## src/rtl/tm1638_pkg.sv

```systemverilog
// Shared definitions for the TM1638 target: command classes, data-command bit
// positions, frame state encoding and display RAM geometry.
package tm1638_pkg;

  localparam logic [1:0] CLS_DATA    = 2'b01;
  localparam logic [1:0] CLS_DISPCTL = 2'b10;
  localparam logic [1:0] CLS_ADDR    = 2'b11;

  localparam int DC_READ_BIT  = 1;
  localparam int DC_FIXED_BIT = 2;

  localparam int RAM_DEPTH = 16;
  localparam int RAM_AW    = 4;
  localparam int KEY_BITS  = 32;

  typedef enum logic [1:0] {
    ST_IDLE  = 2'd0,
    ST_CMD   = 2'd1,
    ST_WDATA = 2'd2,
    ST_RDATA = 2'd3
  } state_e;

  function automatic logic [1:0] cmd_class(input logic [7:0] b);
    return b[7:6];
  endfunction

endpackage

```

## src/rtl/tm1638_sync_edge.sv

```systemverilog
// Multi-stage synchronizer for one asynchronous input, with single-cycle
// rise/fall pulses derived from the synchronized level.
module tm1638_sync_edge #(
  parameter int SYNC_STAGES = 2
) (
  input  logic clk,
  input  logic rst,
  input  logic d,
  output logic level,
  output logic rise,
  output logic fall
);

  logic [SYNC_STAGES-1:0] sync_q, sync_d;
  logic                   prev_q, prev_d;

  always_comb begin
    sync_d = {sync_q[SYNC_STAGES-2:0], d};
    prev_d = sync_q[SYNC_STAGES-1];
  end

  // NOTE: sequential state uses non-blocking assignments so every flop samples
  // the pre-edge value of its neighbours; blocking here would collapse stages.
  always_ff @(posedge clk) begin
    if (rst) begin
      sync_q <= '0;
      prev_q <= 1'b0;
    end else begin
      sync_q <= sync_d;
      prev_q <= prev_d;
    end
  end

  assign level = sync_q[SYNC_STAGES-1];
  assign rise  = level & ~prev_q;
  assign fall  = ~level & prev_q;

endmodule

```

## src/rtl/tm1638_target.sv

```systemverilog
// Device-side TM1638 serial target: command decode, 16-byte display RAM and
// key-scan readback. Read mode is built only when TM1638_KEYSCAN_EN is defined.
module tm1638_target
  import tm1638_pkg::*;
#(
  parameter int SYNC_STAGES = 2
) (
  input  logic                clk,
  input  logic                rst,
  input  logic                stb,
  input  logic                sclk,
  input  logic                dio_in,
  output logic                dio_out,
  output logic                dio_oe,
  input  logic [KEY_BITS-1:0] keys,
  input  logic [RAM_AW-1:0]   disp_addr,
  output logic [7:0]          disp_data,
  output logic                disp_on,
  output logic [2:0]          brightness,
  output logic                cmd_valid
);

  logic stb_lvl, stb_rise, stb_fall;
  logic sclk_lvl, sclk_rise, sclk_fall;
  logic din_lvl, din_rise_unused, din_fall_unused;

  tm1638_sync_edge #(.SYNC_STAGES(SYNC_STAGES)) u_sync_stb (
    .clk(clk), .rst(rst), .d(stb),
    .level(stb_lvl), .rise(stb_rise), .fall(stb_fall)
  );

  tm1638_sync_edge #(.SYNC_STAGES(SYNC_STAGES)) u_sync_sclk (
    .clk(clk), .rst(rst), .d(sclk),
    .level(sclk_lvl), .rise(sclk_rise), .fall(sclk_fall)
  );

  tm1638_sync_edge #(.SYNC_STAGES(SYNC_STAGES)) u_sync_din (
    .clk(clk), .rst(rst), .d(dio_in),
    .level(din_lvl), .rise(din_rise_unused), .fall(din_fall_unused)
  );

  state_e            state_q, state_d;
  logic [2:0]        bit_cnt_q, bit_cnt_d;
  logic [7:0]        shift_q, shift_d;
  logic              byte_done_q, byte_done_d;
  logic [RAM_AW-1:0] addr_q, addr_d;
  logic              read_mode_q, read_mode_d;
  logic              fixed_q, fixed_d;
  logic [7:0]        ram_q [RAM_DEPTH];
  logic [7:0]        ram_d [RAM_DEPTH];
  logic [7:0]        disp_data_q, disp_data_d;
  logic              disp_on_q, disp_on_d;
  logic [2:0]        brightness_q, brightness_d;
  logic              cmd_valid_q, cmd_valid_d;
`ifdef TM1638_KEYSCAN_EN
  logic [KEY_BITS-1:0] key_snap_q, key_snap_d;
  logic [5:0]          rd_idx_q, rd_idx_d;
  logic                dio_out_q, dio_out_d;
  logic                dio_oe_q, dio_oe_d;
`endif

  logic unused_inputs;
  assign unused_inputs = sclk_lvl ^ stb_lvl
`ifndef TM1638_KEYSCAN_EN
                         ^ sclk_fall ^ (^keys)
`endif
                         ;

  // NOTE: every always_comb output gets a default before any branch so no path
  // leaves a signal unassigned, which would otherwise infer a latch.
  always_comb begin
    state_d      = state_q;
    bit_cnt_d    = bit_cnt_q;
    shift_d      = shift_q;
    byte_done_d  = 1'b0;
    addr_d       = addr_q;
    read_mode_d  = read_mode_q;
    fixed_d      = fixed_q;
    ram_d        = ram_q;
    disp_data_d  = ram_q[disp_addr];
    disp_on_d    = disp_on_q;
    brightness_d = brightness_q;
    cmd_valid_d  = 1'b0;
`ifdef TM1638_KEYSCAN_EN
    key_snap_d   = key_snap_q;
    rd_idx_d     = rd_idx_q;
    dio_out_d    = dio_out_q;
    dio_oe_d     = dio_oe_q;
`endif

    if (stb_rise) begin
      // Abort: any partial byte or pending decode is discarded.
      state_d   = ST_IDLE;
      bit_cnt_d = '0;
`ifdef TM1638_KEYSCAN_EN
      dio_oe_d  = 1'b0;
      dio_out_d = 1'b0;
`endif
    end else begin
      case (state_q)
        ST_IDLE: begin
          bit_cnt_d = '0;
`ifdef TM1638_KEYSCAN_EN
          dio_oe_d  = 1'b0;
`endif
          if (stb_fall) state_d = ST_CMD;
        end

        ST_CMD, ST_WDATA: begin
          if (sclk_rise) begin
            shift_d     = {din_lvl, shift_q[7:1]};
            bit_cnt_d   = bit_cnt_q + 3'd1;
            byte_done_d = (bit_cnt_q == 3'd7);
          end
          if (byte_done_q && state_q == ST_CMD) begin
            cmd_valid_d = 1'b1;
            state_d     = ST_IDLE;
            case (cmd_class(shift_q))
              CLS_DATA: begin
                if (!shift_q[DC_READ_BIT]) begin
                  read_mode_d = 1'b0;
                  fixed_d     = shift_q[DC_FIXED_BIT];
                end
`ifdef TM1638_KEYSCAN_EN
                else begin
                  read_mode_d = 1'b1;
                  fixed_d     = shift_q[DC_FIXED_BIT];
                  key_snap_d  = keys;
                  rd_idx_d    = '0;
                  state_d     = ST_RDATA;
                end
`endif
              end
              CLS_ADDR: begin
                addr_d  = shift_q[RAM_AW-1:0];
                state_d = ST_WDATA;
              end
              CLS_DISPCTL: begin
                disp_on_d    = shift_q[3];
                brightness_d = shift_q[2:0];
              end
              default: ;
            endcase
          end else if (byte_done_q && !read_mode_q) begin
            ram_d[addr_q] = shift_q;
            if (!fixed_q) addr_d = addr_q + 1'b1;
          end
        end

`ifdef TM1638_KEYSCAN_EN
        ST_RDATA: begin
          if (sclk_fall) begin
            dio_oe_d  = 1'b1;
            dio_out_d = (rd_idx_q < 6'd32) ? key_snap_q[rd_idx_q[4:0]] : 1'b0;
            if (rd_idx_q != 6'd32) rd_idx_d = rd_idx_q + 6'd1;
          end
        end
`endif

        default: state_d = ST_IDLE;
      endcase
    end
  end

  // NOTE: the display RAM is small and must read back as zero after reset, so
  // it is built from resettable flops rather than an inferred memory block.
  always_ff @(posedge clk) begin
    if (rst) begin
      state_q      <= ST_IDLE;
      bit_cnt_q    <= '0;
      shift_q      <= '0;
      byte_done_q  <= 1'b0;
      addr_q       <= '0;
      read_mode_q  <= 1'b0;
      fixed_q      <= 1'b0;
      for (int i = 0; i < RAM_DEPTH; i++) ram_q[i] <= '0;
      disp_data_q  <= '0;
      disp_on_q    <= 1'b0;
      brightness_q <= '0;
      cmd_valid_q  <= 1'b0;
`ifdef TM1638_KEYSCAN_EN
      key_snap_q   <= '0;
      rd_idx_q     <= '0;
      dio_out_q    <= 1'b0;
      dio_oe_q     <= 1'b0;
`endif
    end else begin
      state_q      <= state_d;
      bit_cnt_q    <= bit_cnt_d;
      shift_q      <= shift_d;
      byte_done_q  <= byte_done_d;
      addr_q       <= addr_d;
      read_mode_q  <= read_mode_d;
      fixed_q      <= fixed_d;
      ram_q        <= ram_d;
      disp_data_q  <= disp_data_d;
      disp_on_q    <= disp_on_d;
      brightness_q <= brightness_d;
      cmd_valid_q  <= cmd_valid_d;
`ifdef TM1638_KEYSCAN_EN
      key_snap_q   <= key_snap_d;
      rd_idx_q     <= rd_idx_d;
      dio_out_q    <= dio_out_d;
      dio_oe_q     <= dio_oe_d;
`endif
    end
  end

  assign disp_data  = disp_data_q;
  assign disp_on    = disp_on_q;
  assign brightness = brightness_q;
  assign cmd_valid  = cmd_valid_q;
`ifdef TM1638_KEYSCAN_EN
  assign dio_out    = dio_out_q;
  assign dio_oe     = dio_oe_q;
`else
  assign dio_out    = 1'b0;
  assign dio_oe     = 1'b0;
`endif

endmodule
```

## config.mk

```make
export PLATFORM = sky130hd
export DESIGN_NAME = tm1638_target
export DESIGN_NICKNAME = d
export VERILOG_FILES = /design/src/rtl/tm1638_pkg.sv /design/src/rtl/tm1638_sync_edge.sv /design/src/rtl/tm1638_target.sv
export SDC_FILE = /design/constraint.sdc
export NUM_CORES = 1
export LEC_CHECK = 0
export BUFFER_PORTS_ARGS = -buffer_cell sky130_fd_sc_hd__buf_2
export CORE_MARGIN = 2
export CORE_UTILIZATION = 53
export DETAILED_ROUTE_END_ITERATION = 6
export PLACE_DENSITY = 0.83
export SLEW_MARGIN = 20
export SYNTH_ARGS = -nofsm -noshare
export SYNTH_HDL_FRONTEND = slang
export SYNTH_SLANG_ARGS = --single-unit
export TNS_END_PERCENT = 10
```

## constraint.sdc

```tcl
create_clock -name clk -period 1.89 [get_ports clk]
set_input_delay 0.4725 -clock clk [delete_from_list [all_inputs] [get_ports clk]]
set_output_delay 0.4725 -clock clk [all_outputs]
set_load 0.01 [all_outputs]
```

Yosys cells after proc, flatten, opt, wreduce, memory -nomap -nowiden
Index checks and enable logic that the tools add are counted.
{"block": "totals", "elab_cells": 93, "out_inout_bits": 15, "input_bits": 41, "reg_bits": 168}
{"block": "classes", "n_reduce_logical": 16, "magnitude_cmp": 3, "n_mux": 17, "n_eq_ne": 11, "addsub": 2, "bitwise_logic": 13}
{"op": "bitwise mux 128 bit", "n": 1}
{"op": "binary-select mux 8 bit (select 4 bit)", "n": 1}
{"op": "demux 8 bit (select 4 bit)", "n": 1}
{"op": "two-way mux 8 bit", "n": 3}
{"op": "two-way mux 4 bit", "n": 4}
{"op": ">= comparator 5 bit (second input constant)", "n": 2}
{"op": "inverter 4 -> 5 bit", "n": 2}
{"op": "AND reduction 5 bit", "n": 2}
{"op": "inverter 1 bit", "n": 8}
{"op": "AND reduction 4 bit", "n": 2}
{"op": "== test 2 bit (second input constant)", "n": 3}
{"op": "two-way mux 2 bit", "n": 3}
{"op": "!= test 2 bit (second input constant)", "n": 3}
{"op": "one-hot mux 3 bit (2 select lines)", "n": 1}
{"op": "less-than comparator 5 x 1 -> 1 bit (second input constant)", "n": 1}
{"op": "adder 4 x 1 -> 4 bit (second input constant)", "n": 1}
{"op": "== test 2 x 1 -> 1 bit (second input constant)", "n": 2}
{"op": "!= test 2 x 1 -> 1 bit (second input constant)", "n": 2}
{"op": "one-hot mux 2 bit (2 select lines)", "n": 1}
{"op": "AND reduction 2 bit", "n": 2}
{"op": "nonzero test 2 bit", "n": 2}
{"op": "OR reduction 2 bit", "n": 2}
{"op": "OR reduction 4 bit", "n": 1}
{"op": "adder 3 x 1 -> 3 bit (second input constant)", "n": 1}
{"op": "8 further kinds", "n": 11}

Depth between registers and ports, before layout
Gate-level depths: netlist of run 1.
{"block": "depth", "ltp_word": 6, "depth_mapped": 9, "ltp_nobuf": 6}

Hierarchy
Synthesis of run 1 repeated with hierarchy kept, for this count alone.
{"block": "hier_totals", "cells_unflattened": 680, "area_unflattened_um2": 7338.3}
{"module": "tm1638_target", "seq_area_each_um2": 3203.1, "cells_per_inst": 656, "area_each_um2": 7064.3, "n_inst": 1}
{"module": "tm1638_sync_edge", "seq_area_each_um2": 60.1, "cells_per_inst": 8, "area_each_um2": 91.3, "n_inst": 3}

Worst setup path before layout of run 1
Ideal clock, no wire load.
{"block": "synth_path", "path_kind": "register to register", "start": "register state_q[1]", "end": "register ram_q[120] (netlist name)", "stages_incl_launch_ff": 9, "path_slack_ns": 0.253, "synth_period_minus_slack_ns": 1.637, "t_arrival_ns": 1.509, "path_buffers": 2, "required_ns": 1.762, "setup_time_ns": 0.128, "path_cell_list": "dfxtp_1 inv_1 ha_1 buf_6 and3b_1 buf_2 nand4_4 mux2i_1 nor2_1"}
{"block": "synth_via", "elab_chain_cells": 4, "word_cells_on_any_way": 6, "classes_between": "2 x eq/ne; 1 x bitwise; 3 x reduce/logical"}
{"item": "start, declared", "line_no": "tm1638_target.sv:42", "text": "state_e state_q, state_d;"}
{"item": "start signal, assigned", "line_no": "tm1638_target.sv:188", "text": "state_q <= state_d;"}
{"item": "== test 2 x 1 -> 1 bit", "line_no": "tm1638_target.sv:100, tm1638_target.sv:115"}
{"item": "logical AND 1 bit", "line_no": "tm1638_target.sv:115", "text": "if (byte_done_q && state_q == ST_CMD) begin"}
{"item": "inverter 1 bit (no line)"}
{"item": "AND reduction 4 bit (no line) *"}
{"item": "end signal, assigned", "line_no": "tm1638_target.sv:195", "text": "ram_q <= ram_d;"}
{"item": "end, declared", "line_no": "tm1638_target.sv:49", "text": "logic [7:0] ram_q [RAM_DEPTH];"}
Every way passes the cells marked *; elsewhere a longest branch is shown, timed or not.
A chain may end at the register's enable or synchronous reset.

Worst setup path in the final report of run 1
{"block": "layout_path", "start": "register state_q[1]", "end": "register ram_q[92] (netlist name)"}
Same word-level chain as after synthesis.

==> results of run 1 <==
## state kept, by name (all words and copies together) (netlist names), 2 cells and up
name	count
addr_q	4
shift_q	8
u_sync_sclk.sync_q	2
bit_cnt_q	3
u_sync_din.sync_q	2
u_sync_stb.sync_q	2
brightness	3
state_q	2
disp_data	8
ram_q	128
## Yosys cell counts (4+ instances only)
cell        n  share of area (%)
buf_2      19                1.2
clkbuf_1   36                1.7
a22oi_1     8               0.77
nand4_1     5               0.40
nand2b_1    7               0.56
mux2i_1    59                7.6
ha_1        9                1.5
o21ai_0   111                7.2
buf_8       5               0.97
clkbuf_4    5               0.48
a21oi_1   120                7.7
dfxtp_1   168                 43
nand3_1   109                7.0
mux2_2      7                1.0
nor2_1     48                2.3
mux4_2     17                4.9
o211ai_1    6               0.58
and3_1      4               0.32
nor2b_1    14                1.1
nand2_1    27                1.3
o221ai_1    5               0.56
and4_1      4               0.45
buf_6       5               0.73
buf_4      20                1.9
inv_1       6               0.29
nand4_4     4                1.1
## routing by layer
layer  global-route usage [%]  part of all wire [%]
met4                    13.07                   3.7
met2                    41.75                    47
met5                        0                     0
met3                    5.862                   9.0
met1                    31.97                    40
## logic make-up (layout without fill, tap and decap cells)
logic type	Yosys count	after routing	synth area share, %
AOI/OAI and AO/OA	259	259	17.82
adders and majority gates	9	9	1.451
buffers and inverters	99	115	7.724
DFF	168	168	43.35
muxes	83	83	13.56
other	1	2	0.04833
and+or+nand+nor	236	236	16.05
## worst max path at each step
stage	startpoint	endpoint	slack, ns	cells past startpoint
global route	state_q[1]	addr_q[1]	-0.07	7
CTS	state_q[0]	ram_q[85]	0.02	7
floorplan	state_q[1]	ram_q[120]	0.25	8
global placement	disp_addr[0]	disp_data[3]	-0.02	7
finish	state_q[1]	ram_q[92]	0.07	8
detailed placement	disp_addr[0]	disp_data[3]	-0.05	7
## cell type report
type                       count  area, sq um  area share, %
multi-input combinational    589         3839          44.05
sequential                   168         3363          38.59
clock inverter                15        165.2          1.895
timing repair buffer          77        669.4          7.681
inverter                       6        22.52         0.2584
clock buffer                  17        425.4          4.882
tap                          184        230.2          2.642
## per-stage QoR
step                instances  hold WS [ns]  instance area, sq um  util (%)  power (mW)
floorplan                 856        0.4138                  7762         -       3.835
global placement         1023        0.4157                  8066     55.92       3.933
detailed placement       1023        0.4245                  8066     55.92       3.934
CTS                      1056        0.2267                  8681     60.18       7.386
global route             1056        0.2453                  8715     60.42       7.571
finish                   1056        0.2388                  8715     60.42       7.375
## power by group through the flow
stage / sequential [mW] / clock [mW] / combinational, mW
after global placement: 3.64 / 0 / 0.291
after detailed placement: 3.64 / 0 / 0.291
final: 3.56 / 3.51 / 0.299
after CTS: 3.56 / 3.53 / 0.292
after floorplan: 3.65 / 0 / 0.188
after global routing: 3.56 / 3.69 / 0.317
## cell usage in the layout (no fill, tap or decap), types with 6 or more instances in the layout
cell and count:
mux2_2 7, mux4_2 17, a22oi_1 8, ha_1 8
inv_1 6, mux2i_1 58, nand2_1 27, buf_4 45
inv_6 6, nand2b_1 7, nand3_1 109, buf_2 20
clkbuf_16 17, o21ai_0 106, o211ai_1 6, a21oi_1 120
buf_12 11, dfxtp_1 168, nor2b_1 12, nor2_1 48
## repair_timing
item,in CTS,in global routing
setup buffers,1,0
endpoints found under the setup margin,2,119
resized for setup,2,12
hold buffers,0,0
==> flow_summary_export.csv, run 1 <==
group,metric,value,unit
global_routing,antenna_found_initial,0,
timing,setup_viol,0,
critical_path,start_kind,"flip-flop",
detailed_routing,routed_wl,20290,um
critical_path,arrival,2.14,ns
place,dp_hpwl,12170,um
logic_synthesis,syn_area,7759,sq um
critical_path,r2r_setup_slack,0.07,ns
pwr,clock_power_share,47.6,%
critical_path,critPathSlowestCell,"dfxtp_1",
global_routing,grt-ovfl-total,0,
place,place_ws,-0.04933,ns
critical_path,reg2reg_depth,8,
pwr,internal_power,5.644,mW
hold_path,hold_depth,2,
critical_path,path_common_cell,"buf_12",
logic_synthesis,synth_edf_count,0,
timing,drv_slew,0,
final_layout,diodes,0,
clocking,cts_tree,"built",
pwr,netSwitchingPower,1.731,mW
final_layout,fill_cells,1170,
final_layout,nets,909,
logic_synthesis,synth_flop_cell,"dfxtp_1",
detailed_routing,ant_nets,0,
pwr,leakagePower,3.287,nW
logic_synthesis,synthArstFlopShare,0,%
timing,max_freq,549.2,MHz
logic_synthesis,ys_seq_elements,168,
critical_path,crit_type,"reg -> reg",
critical_path,critPathMaxStageDelay,0.36,ns
logic_synthesis,ys_seq_area_share,43.35,%
timing,finalHoldViolCount,0,
critical_path,crit_required,2.21,ns
clocking,cts_max_path_buffers,2,
timing,setup_tns,0,ns
clocking,path_clk_slew,0.07,ns
logic_synthesis,synth.distinct_cells,44,
logic_synthesis,syn_inst,855,
critical_path,worstReg2RegStart,"state_q[1]",
status,status,"complete, no violations",
global_routing,grt_max_degree,76,
hold_path,hold_end,"u_sync_stb.sync_q[0]",
critical_path,cp_cell_sequence,"inv_1 -> ha_1 -> and3b_2 -> buf_12 -> nand4_4 -> buf_12 -> mux2i_1 -> nor2_1",
pwr,combPwrFrac,4.1,%
pwr,max-vdd-ir-drop,0.7200,mV
clocking,htreeDepth,4,
clocking,clk_latency,0.43,ns
critical_path,cp-end-kind,"flip-flop",
global_routing,grt_pass1_vias,6536,
global_routing,grt.total_usage,25.62,%
floorplan,num_io_pins,56,
critical_path,critPathBufInv,3,
timing,skew,0.008040,ns
timing,finalCritPeriodShare,96.33,%
timing,setup_ws,0.06932,ns
timing,min_period,1.821,ns
pwr,sequentialPowerShare,48.3,%
floorplan,fp.dieW,125.0,um
detailed_routing,drt_pass1_iterations,6,
timing,rsz0062_at_grt,"yes",
floorplan,initial_core_util,53.79,%
detailed_routing,drt_iter0_drc,892,
detailed_routing,routedWlPerCell,19.21,um
timing,slew_headroom,64.87,%
final_layout,drive_gt1_share,17.32,%
pwr,p_sw_share,23.47,%
detailed_routing,vias,6716,
final_layout,area_delta_synth_final,12.32,%
hold_path,hp-class,"in -> reg",
detailed_routing,drcViolationCount,0,
floorplan,dieHeight,125.0,um
place,portBuffers,21,
hold_path,min_from,"stb",
detailed_routing,viasPerCell,6.360,
global_routing,grt_pass1_wl,32660,um
logic_synthesis,ys_warn_count,0,
run,drv_cap,0,
timing,tightest_slew,0.5269,ns
critical_path,r2r-end,"ram_q[92]",
clocking,cts_buffers,17,
floorplan,die_area,15620,sq um
pwr,powerDensity,846.3,nW/um^2
floorplan,fp-row-count,44,
logic_synthesis,synth_area_per_cell,9.074,sq um
critical_path,cp_top_family,"simple AND/OR/NAND/NOR gates",
critical_path,worst-path-max-fanout,7,
place,place_congestion,0.9067,
clocking,cts_sinks,168,
floorplan,core_area,14420,sq um
clocking,cts_root_buf,"clkbuf_16",
Note: power is estimated with default switching activity, not from simulation.
==> run 2, diff against run 1 <==
--- a/config.mk
+++ b/config.mk
@@ -5,11 +5,12 @@
 export SDC_FILE = /design/constraint.sdc
 export NUM_CORES = 1
 export LEC_CHECK = 0
+export ABC_AREA = 1
 export BUFFER_PORTS_ARGS = -buffer_cell sky130_fd_sc_hd__buf_2
 export CORE_MARGIN = 2
 export CORE_UTILIZATION = 53
 export DETAILED_ROUTE_END_ITERATION = 6
-export PLACE_DENSITY = 0.83
+export PLACE_DENSITY = 0.84
 export SLEW_MARGIN = 20
 export SYNTH_ARGS = -nofsm -noshare
 export SYNTH_HDL_FRONTEND = slang
==> run 2 against run 1 <==
Design area fell by 1.7%. Power rose by 9.2%. Critical path depth rose by 3. Synthesized area fell by 2.2%. Sequential share of layout area rose by 0.66 points. Sequential power rose by 3%. Non-clock buffer count fell by 21. Die area fell by 2.1%. First-iteration DRC count fell by 14%. Hold slack barely moved. Via count rose by 2.5%. Sequential cell count did not move. Critical endpoint is now ram_q[96].
==> flow_summary_export.csv, run 2 <==
group,metric,value,unit
status,status,"complete, no violations",
critical_path,start_kind,"flip-flop",
logic_synthesis,synth_common_cells,"168 x dfxtp_1, 158 x nand2_1, 152 x inv_1",
logic_synthesis,ys_seq_area_share,44.32,%
timing,setup_viol,0,
critical_path,worst-path-max-fanout,16,
clocking,cts_sinks,168,
logic_synthesis,syn_area,7589,sq um
pwr,sequentialPowerShare,45.3,%
final_layout,top_register,"ram_q",
logic_synthesis,ys_top_cells_by_area,"dfxtp_1 44%, o21ai_0 7.9%, nand2_1 7.8%",
logic_synthesis,synth_flop_cell,"dfxtp_1",
final_layout,area_delta_synth_final,12.94,%
timing,rsz0062_at_grt,"yes",
floorplan,fp.dieW,123.7,um
logic_synthesis,ys_seq_elements,168,
global_routing,antenna_found_initial,0,
final_layout,fill_cells,1196,
pwr,powerDensity,940.1,nW/um^2
clocking,htreeDepth,4,
clocking,cts_buffers,17,
pwr,netSwitchingPower,2.151,mW
logic_synthesis,synthArstFlopShare,0,%
floorplan,die_area,15290,sq um
final_layout,nets,1147,
logic_synthesis,ys_warn_count,0,
logic_synthesis,yosysMostFrequentCell,"dfxtp_1",
clocking,clk_latency,0.43,ns
pwr,fin_total_pwr,8.057,mW
detailed_routing,routed_wl,18620,um
clocking,cts_tree,"built",
logic_synthesis,yosysTopAreaCell,"dfxtp_1",
clocking,cts_max_path_buffers,2,
detailed_routing,vias,6884,
pwr,p_sw_share,26.70,%
place,portBuffers,21,
critical_path,cp-end-kind,"flip-flop",
logic_synthesis,synth.distinct_cells,29,
clocking,postCtsHoldBufs,0,
clocking,path_clk_slew,0.07,ns
critical_path,crit_required,2.20,ns
timing,drv_slew,0,
critical_path,critPathSlowestCell,"dfxtp_2",
timing,finalHoldViolCount,0,
final_layout,multi_input_area,3328,sq um
pwr,internal_power,5.906,mW
final_layout,drive_gt1_share,10.72,%
detailed_routing,viasPerCell,5.336,
global_routing,grt_max_degree,57,
global_routing,grt.total_usage,25.40,%
global_routing,grt_pass1_vias,6249,
logic_synthesis,synth_top_area_share,44.32,%
critical_path,arrival,2.11,ns
timing,setup_tns,0,ns
critical_path,cp_cell_sequence,"inv_1 -> ha_4 -> nand2_1 -> inv_2 -> nand2_4 -> nor2_8 -> buf_4 -> nand2_1 -> buf_4 -> o21ai_1 -> a21oi_1",
final_layout,final_cell_mix,"167 x dfxtp_1, 158 x nand2_1, 151 x inv_1",
timing,slew_headroom,63.02,%
logic_synthesis,syn_inst,1088,
final_layout,diodes,0,
detailed_routing,routedWlPerCell,14.43,um
critical_path,crit_type,"reg -> reg",
timing,skew,0.008661,ns
floorplan,dieHeight,123.7,um
timing,tightest_slew,0.5539,ns
floorplan,core_area,13930,sq um
place,place_congestion,0.9227,
place,dp_hpwl,11300,um
timing,max_freq,555.7,MHz
run,drv_cap,0,
pwr,max-vdd-ir-drop,0.8864,mV
critical_path,cp_top_family,"buffers and inverters",
pwr,clock_power_share,43.1,%
critical_path,critPathBufInv,4,
logic_synthesis,synth_area_per_cell,6.975,sq um
pwr,leakagePower,3.553,nW
pwr,combPwrFrac,11.6,%
final_layout,largest_reg_flops,128,
logic_synthesis,synth_edf_count,0,
floorplan,fp-row-count,43,
final_layout,final_common_cell,"dfxtp_1",
detailed_routing,drt_iter0_drc,765,
final_layout,regArea,3364,sq um
clocking,cts_root_buf,"clkbuf_16",
critical_path,critPathMaxStageDelay,0.34,ns
global_routing,grt-ovfl-total,0,
timing,min_period,1.799,ns
hold_path,hp-class,"in -> reg",
floorplan,initial_core_util,54.46,%
global_routing,grt_pass1_wl,30150,um
detailed_routing,drt_pass1_iterations,5,
critical_path,r2r_setup_slack,0.09,ns
detailed_routing,drcViolationCount,0,
floorplan,num_io_pins,56,
timing,finalCritPeriodShare,95.21,%
detailed_routing,ant_nets,0,
timing,finalHoldWorstSlack,0.2384,ns
-- run 2: tightest hold or removal path, cell delays in order --
cell    delay (ns)
buf_2         0.07
inv_1         0.03
nor2_1        0.06
-- run 2: worst paths after layout --
kind / from / to / cells past startpoint
worst min-delay path: dio_in / u_sync_din.sync_q[0] / 3
worst max register to register: state_q[0] / ram_q[96] / 11
worst max-delay path: state_q[0] / ram_q[96] / 11
worst min register to register: u_sync_din.sync_q[0] / u_sync_din.sync_q[1] / 2
-- run 2: layout make-up --
type,instances,share of cell area (%)
Inverter,161,7.139
Clock inverter,13,1.723
Clock buffer,19,5.168
Multi-Input combinational cell,693,38.83
Sequential cell,168,39.26
Timing Repair Buffer,56,5.255
Tap cell,180,2.628
-- run 2: through the flow --
| stage | utilization (%) | instances | setup slack, ns | area (sq um) |
|---|---|---|---|---|
| after floorplan | - | 1089 | 0.2455 | 7592 |
| after global placement | 56.63 | 1256 | 0.07480 | 7891 |
| after detailed placement | 56.63 | 1256 | 0.02865 | 7891 |
| after CTS | 61.07 | 1290 | 0.001756 | 8509 |
| after global routing | 61.51 | 1290 | -0.02496 | 8571 |
| final | 61.51 | 1290 | 0.09062 | 8571 |
-- run 2: layer usage --
metal / track usage (%) / vias to the layer above / share of wire (%)
li1: - / 3491 / -
met1: 32.57 / 3089 / 42
met2: 41.59 / 257 / 48
met3: 4.853 / 47 / 7.0
met4: 11.29 / 0 / 2.8
met5: 0 / - / 0
-- run 2: repair_timing --
action / 4_1_cts / 5_1_grt
buffers inserted: 2 / 0
endpoints found under the setup margin: 1 / 125
gates resized for setup: 2 / 53
pin swaps: 1 / 1
-- run 2: cells by family after synthesis --
family	count (synthesis)	synth area share, %
compound gates	267	17.69
simple gates	415	23.99
other cells	1	0.04942
fa+ha+maj	9	1.484
buf+inv	228	12.46
flops	168	44.32
-- run 2: power by group through the flow --
stage | clock network, mW | registers (mW) | logic (mW)
floorplan | 0 | 3.72 | 0.606
global placement | 0 | 3.72 | 0.835
detailed placement | 0 | 3.72 | 0.850
CTS | 3.50 | 3.64 | 0.866
global route | 3.64 | 3.65 | 1.04
finish | 3.47 | 3.65 | 0.935
